### src/rtl/deg2phase_stream_if.sv
// Stream bundle for deg2phase_stream: angle/tag request side and phase/tag/wrap result side.
interface deg2phase_stream_if #(
  parameter int DW    = 16,
  parameter int DEG_W = 16,
  parameter int TAG_W = 4
);
  logic             in_valid;
  logic             in_ready;
  logic [DEG_W-1:0] deg_in;
  logic [TAG_W-1:0] tag_in;
  logic             out_valid;
  logic             out_ready;
  logic [DW-1:0]    phase_o;
  logic [TAG_W-1:0] tag_o;
  logic             wrap_o;

  modport master (
    output in_valid, deg_in, tag_in, out_ready,
    input  in_ready, out_valid, phase_o, tag_o, wrap_o
  );

  modport slave (
    input  in_valid, deg_in, tag_in, out_ready,
    output in_ready, out_valid, phase_o, tag_o, wrap_o
  );
endinterface

### src/rtl/deg2phase_stream.sv
// Streaming degrees -> CORDIC phase code converter, 3-stage pipeline with
// valid/ready backpressure, tag passthrough, round-half-up and wrap flag.
module deg2phase_stream #(
  parameter int DW        = 16,
  parameter int DEG_W     = 16,
  parameter int DEG_FRAC  = 7,
  parameter int KF        = 16,
  parameter int TAG_W     = 4,
  parameter int SIGNED_IN = 0
) (
  input logic              clk,
  input logic              rst_n,
  deg2phase_stream_if.slave bus
);

  localparam int KW = DW + KF - 6;
  localparam int PW = DEG_W + KW;
  localparam int SH = KF + DEG_FRAC;
  localparam longint unsigned K_VAL = ((64'd1 << (DW - 1 + KF)) + 64'd90) / 64'd180;
  localparam logic signed [KW-1:0] K = K_VAL[KW-1:0];
  localparam logic signed [PW-1:0] RND = {{(PW-SH){1'b0}}, 1'b1, {(SH-1){1'b0}}};

  logic             v1, v2, v3;
  logic [DEG_W-1:0] deg1;
  logic [TAG_W-1:0] tag1, tag2, tag3;
  logic signed [PW-1:0] prod2;
  logic [DW-1:0]    phase3;
  logic             wrap3;

  logic                 adv;
  logic                 ext_bit;
  logic signed [PW-1:0] deg_ext;
  logic signed [PW-1:0] k_ext;
  logic signed [PW-1:0] prod_next;
  logic signed [PW-1:0] sum;
  logic signed [PW-1:0] shifted;

  assign adv          = bus.out_ready | ~v3;
  assign bus.in_ready = adv & rst_n;

  always_comb begin
    ext_bit   = (SIGNED_IN != 0) && deg1[DEG_W-1];
    deg_ext   = {{(PW-DEG_W){ext_bit}}, deg1};
    k_ext     = {{(PW-KW){K[KW-1]}}, K};
    prod_next = deg_ext * k_ext;
    sum       = prod2 + RND;
    shifted   = sum >>> SH;
  end

  // The whole pipe moves as one: a stall freezes every stage, bubbles included.
  always_ff @(posedge clk) begin
    if (!rst_n) begin
      v1     <= 1'b0;
      v2     <= 1'b0;
      v3     <= 1'b0;
      deg1   <= '0;
      tag1   <= '0;
      tag2   <= '0;
      tag3   <= '0;
      prod2  <= '0;
      phase3 <= '0;
      wrap3  <= 1'b0;
    end else if (adv) begin
      v1     <= bus.in_valid;
      deg1   <= bus.deg_in;
      tag1   <= bus.tag_in;
      v2     <= v1;
      prod2  <= prod_next;
      tag2   <= tag1;
      v3     <= v2;
      phase3 <= shifted[DW-1:0];
      wrap3  <= |shifted[PW-1:DW];
      tag3   <= tag2;
    end
  end

  assign bus.out_valid = v3;
  assign bus.phase_o   = phase3;
  assign bus.tag_o     = tag3;
  assign bus.wrap_o    = wrap3;

endmodule

### src/flat_wrapper.sv
// flat-port wrapper written by rule: the top's interface ports become plain ports
module deg2phase_stream_flat 
#(
  parameter int DW        = 16,
  parameter int DEG_W     = 16,
  parameter int DEG_FRAC  = 7,
  parameter int KF        = 16,
  parameter int TAG_W     = 4,
  parameter int SIGNED_IN = 0
)
  (clk, rst_n, bus_in_valid, bus_deg_in, bus_tag_in, bus_out_ready, bus_in_ready, bus_out_valid, bus_phase_o, bus_tag_o, bus_wrap_o);
  deg2phase_stream_if #(.DW(DW), .DEG_W(DEG_W), .TAG_W(TAG_W)) bus_i ();
  input logic clk;
  input logic rst_n;
  input wire logic [$bits(bus_i.in_valid)-1:0] bus_in_valid;
  input wire logic [$bits(bus_i.deg_in)-1:0] bus_deg_in;
  input wire logic [$bits(bus_i.tag_in)-1:0] bus_tag_in;
  input wire logic [$bits(bus_i.out_ready)-1:0] bus_out_ready;
  output wire logic [$bits(bus_i.in_ready)-1:0] bus_in_ready;
  output wire logic [$bits(bus_i.out_valid)-1:0] bus_out_valid;
  output wire logic [$bits(bus_i.phase_o)-1:0] bus_phase_o;
  output wire logic [$bits(bus_i.tag_o)-1:0] bus_tag_o;
  output wire logic [$bits(bus_i.wrap_o)-1:0] bus_wrap_o;
  assign bus_i.in_valid = bus_in_valid;
  assign bus_i.deg_in = bus_deg_in;
  assign bus_i.tag_in = bus_tag_in;
  assign bus_i.out_ready = bus_out_ready;
  assign bus_in_ready = bus_i.in_ready;
  assign bus_out_valid = bus_i.out_valid;
  assign bus_phase_o = bus_i.phase_o;
  assign bus_tag_o = bus_i.tag_o;
  assign bus_wrap_o = bus_i.wrap_o;
  deg2phase_stream #(.DW(DW), .DEG_W(DEG_W), .DEG_FRAC(DEG_FRAC), .KF(KF), .TAG_W(TAG_W), .SIGNED_IN(SIGNED_IN)) u_core (.clk(clk), .rst_n(rst_n), .bus(bus_i));
endmodule
### config.mk
export PLATFORM = sky130hd
export DESIGN_NAME = deg2phase_stream_flat
export DESIGN_NICKNAME = d
export VERILOG_FILES = /design/src/rtl/deg2phase_stream_if.sv /design/src/rtl/deg2phase_stream.sv /design/src/flat_wrapper.sv
export SDC_FILE = /design/constraint.sdc
export NUM_CORES = 1
export LEC_CHECK = 0
export ABC_AREA = 0
export BUFFER_PORTS_ARGS = -buffer_cell sky130_fd_sc_hd__buf_2
export CAP_MARGIN = 5
export CORE_UTILIZATION = 40
export CTS_CLUSTER_DIAMETER = 120
export CTS_CLUSTER_SIZE = 10
export DETAILED_ROUTE_END_ITERATION = 10
export PLACE_DENSITY = 0.63
export REMOVE_ABC_BUFFERS = 1
export SYNTH_ARGS = -nofsm -noshare
export SYNTH_HDL_FRONTEND = slang
export SYNTH_SLANG_ARGS = --single-unit
### constraint.sdc
create_clock -name clk -period 5.3 [get_ports clk]
set_input_delay 0.53 -clock clk [delete_from_list [all_inputs] [get_ports clk]]
set_output_delay 0.53 -clock clk [all_outputs]
set_load 0.02 [all_outputs]
==> impl_metrics.ini <==
[timing]
worst_pin_slew_ns = 1.132
setup_viol_count_final = 0
drv_slew = 0
whs_ns = 0.4122
rsz0062_at_grt = true
fin_skew_ns = 0.01083
max_freq_mhz = 190.5
finalHoldViolCount = 0
relSlewSlack = 0.2445
post-route-period-util = 0.9906
period_minus_slack_ns = 5.250
finalSetupTns_ns = 0

[placement]
hpwl_mm = 15.23
io_buffers = 46
place.gp.congestion = 0.9056
placed_area_sq_um = 8486

[yosys]
synth_edf_count = 0
synth-simple-area-share = 0.1320
ys_ff_latch = 66
netlist_area_sq_um = 7709
synth_fa_ha_area_frac = 0.4272
synth.area.mux_share = 0.002759
synth_top_family_by_area = adder cells
ys.flop_type = dfxtp_1
yosysUniqueCellTypes = 64
ys_warn_count = 0
ys_async_sr_fraction = 0
avgSynthCellArea_sq_um = 8.840
synth-compound-area-share = 0.1326
synth_xor_area_frac = 0.03409
yosysSeqAreaShare = 0.1714
syn-instance-count = 872

[clock_network]
cts_root_buf = clkbuf_16
cts-hold-fix-buffers = 0
tritoncts = yes
clk_latency_ns = 0.35
clk_pin_slew_ns = 0.06
numClockSinks = 66
htreeDepth = 3
numCtsBuffers = 9
clock_path_buffers = 2

[pwr]
p_leak_uw = 0.004561
ir_drop_mv = 0.3179
powerDensity_nw_per_um2 = 541.6

[floorplan]
die_w_um = 140.8
die_area_sq_um = 19830
rows = 50
placeableCoreArea_sq_um = 18770
die_y_um = 140.8
ios = 47
initial_core_util = 0.4107

[global_routing]
track_usage = 0.2054
antenna_found_initial = 0
grt_pass1_vias = 6404
grt_start_max_net_pins = 81
grt_pass1_wl_mm = 31.71
grt.overflow.total = 0

[detailed_routing]
wl_per_cell_um = 15.97
drc = 0
routed_wl_mm = 19.15
via_per_inst = 5.117
drt-pass1-iter-count = 4
drtIter0Drc = 324
via_count = 6135
ant_nets = 0

[layout]
seq_area_sq_um = 1343
finish.instance_area_sq_um = 9190
utilization = 0.4897
multiInputGateArea_sq_um = 5998
final.fill_count = 1796
antenna_cells = 0
layout-drive-gt1-share = 0.2124
fin_nets = 1195
areaGrowthSynthToFinish_pct = 19.22

[run]
max-cap-violations = 0

[setup_path]
cp_max_fo = 4
worst_ep_required_time_ns = 5.49
worst-setup-path-type = reg -> reg
rr_worst_depth = 21
rrSetupSlack_ns = 0.05
end_kind = register
start_kind = register
arrival_ns = 5.44
r2r_start = u_core.deg1[5]$_SDFFE_PN0N_
r2r_end = u_core.prod2[34]$_SDFFE_PN0N_

[hold_path]
min_from = bus_deg_in[6]
hold_end = u_core.deg1[6]$_SDFFE_PN0N_
min_path_cells = 3
hold_class = in -> reg

[run_status]
status = finished clean
[power breakdown]
part / total (uW) / internal (uW) / switching, uW / leakage (uW)
Combinational: 3730 / 1670 / 2070 / 0.00388
Sequential: 669 / 591 / 78.1 / 0.000549
Clock: 573 / 319 / 255 / 0.000128
Total: 4980 / 2580 / 2400 / 0.00456
[cells in the mapped netlist (3+ instances only)]
| cell type | n | area [sq um] |
|---|---|---|
| nor3_2 | 3 | 30.03 |
| xor2_1 | 12 | 105.1 |
| inv_1 | 165 | 619.3 |
| ha_1 | 124 | 1551 |
| dfxtp_1 | 66 | 1321 |
| a211oi_1 | 17 | 127.6 |
| nand2b_1 | 4 | 25.02 |
| xnor2_1 | 18 | 157.7 |
| or3_1 | 3 | 18.77 |
| o21bai_1 | 3 | 22.52 |
| fa_1 | 87 | 1742 |
| nor2_1 | 31 | 116.4 |
| o21ai_2 | 3 | 26.28 |
| o21ai_1 | 8 | 40.04 |
| a21o_1 | 10 | 75.07 |
| nand4_1 | 10 | 62.56 |
| o21ai_0 | 21 | 105.1 |
| nor2b_1 | 3 | 18.77 |
| nor3_1 | 3 | 15.01 |
| nand2_1 | 113 | 424.2 |
| nand3_1 | 25 | 125.1 |
| and3_1 | 8 | 50.05 |
| clkbuf_1 | 18 | 67.56 |
| a21oi_2 | 3 | 26.28 |
| a21oi_1 | 68 | 340.3 |
[critical path, cell delays in order (launching register included)]
cell and delay [ns]:
dfxtp_2 0.35, buf_4 0.15, ha_4 0.27, inv_1 0.06
fa_1 0.53, inv_1 0.06, ha_4 0.25, fa_1 0.48
inv_1 0.05, fa_1 0.51, fa_1 0.57, inv_1 0.07
ha_4 0.30, nand4_4 0.13, buf_4 0.17, nor4_4 0.25
a31oi_4 0.08, a31oi_4 0.28, nor2_4 0.10, o21bai_4 0.14
mux2i_1 0.23, nor3_2 0.06
[flip-flops by register name (all words and copies together) (netlist names)]
register / count
u_core.bus.phase_o: 16
u_core.tag2: 4
u_core.tag1: 4
u_core.v2: 1
u_core.deg1: 16
u_core.v1: 1
u_core.bus.out_valid: 1
u_core.bus.wrap_o: 1
u_core.bus.tag_o: 4
u_core.prod2: 18
[per-layer routing]
metal / GRT usage / routed length (um) / vias up
met5: 0 / 0 / -
met4: 0.08696 / 646 / 0
met3: 0.02412 / 492 / 35
met2: 0.3472 / 9096 / 105
met1: 0.2659 / 8914 / 2963
li1: - / - / 3032
[how the worst max path moves through the flow]
| stage | slack (ns) | to | start |
|---|---|---|---|
| floorplan | 0.07 | u_core.prod2[34]$_SDFFE_PN0N_ | u_core.deg1[15]$_SDFFE_PN0N_ |
| global placement | -0.07 | u_core.prod2[34]$_SDFFE_PN0N_ | u_core.deg1[13]$_SDFFE_PN0N_ |
| detailed placement | -0.19 | u_core.prod2[39]$_SDFFE_PN0N_ | u_core.deg1[13]$_SDFFE_PN0N_ |
| CTS | 0.0002 | u_core.prod2[34]$_SDFFE_PN0N_ | u_core.deg1[13]$_SDFFE_PN0N_ |
| global route | -0.13 | u_core.prod2[33]$_SDFFE_PN0N_ | u_core.deg1[12]$_SDFFE_PN0N_ |
| finish | 0.05 | u_core.prod2[34]$_SDFFE_PN0N_ | u_core.deg1[5]$_SDFFE_PN0N_ |
[timing repair]
action	in CTS	in global routing
pin swaps	8	44
setup endpoints to repair	11	16
buffers inserted	0	5
gates resized for setup	21	52
[per-stage QoR]
step	setup slack [ns]	total power, uW	instances
CTS	0.0002034	4633	1194
global route	-0.1341	5459	1199
finish	0.04962	4977	1199
global placement	-0.07261	3856	1178
floorplan	0.07064	2891	846
detailed placement	-0.1915	3856	1178
[layout by cell type, fill, tap and decap left out, types with 3 or more instances in the layout]
cell        count
clkinvlp_4      3
xor2_1         12
xnor2_1        18
a21o_1         10
ha_4           16
inv_1         159
o21ai_1         8
buf_2          46
nor3_2          3
a211oi_2        3
clkbuf_16       9
dfxtp_2         5
o21ai_0        19
and3_1          8
dfxtp_1        57
a21oi_2         6
inv_2           6
nand3_1        25
nand2b_1        3
nand4_1        10
o21bai_1        3
dfxtp_4         4
or3_1           3
fa_1           81
nand2_1       111
ha_1          107
a211oi_1       15
o21ai_2         5
buf_4          57
nor2_1         30
fa_2            6
a21oi_1        63
[cell families after synthesis]
| family | after synthesis |
|---|---|
| multiplexers | 2 |
| AO/OA/AOI/OAI | 155 |
| AND/OR/NAND/NOR | 217 |
| buffers and inverters | 191 |
| flip-flops | 66 |
| adder cells (fa/ha/maj) | 211 |
| XOR/XNOR | 30 |
[layout make-up]
class                   instances  share of cell area
multi-input cells             615              0.6527
repair buffers                103             0.07161
clock buffers                   9             0.02451
inverters                     165             0.06739
clock inverters                 7            0.005854
flip-flops and latches         66              0.1461
well taps                     234             0.03186
(Power assumes the default switching activity.)
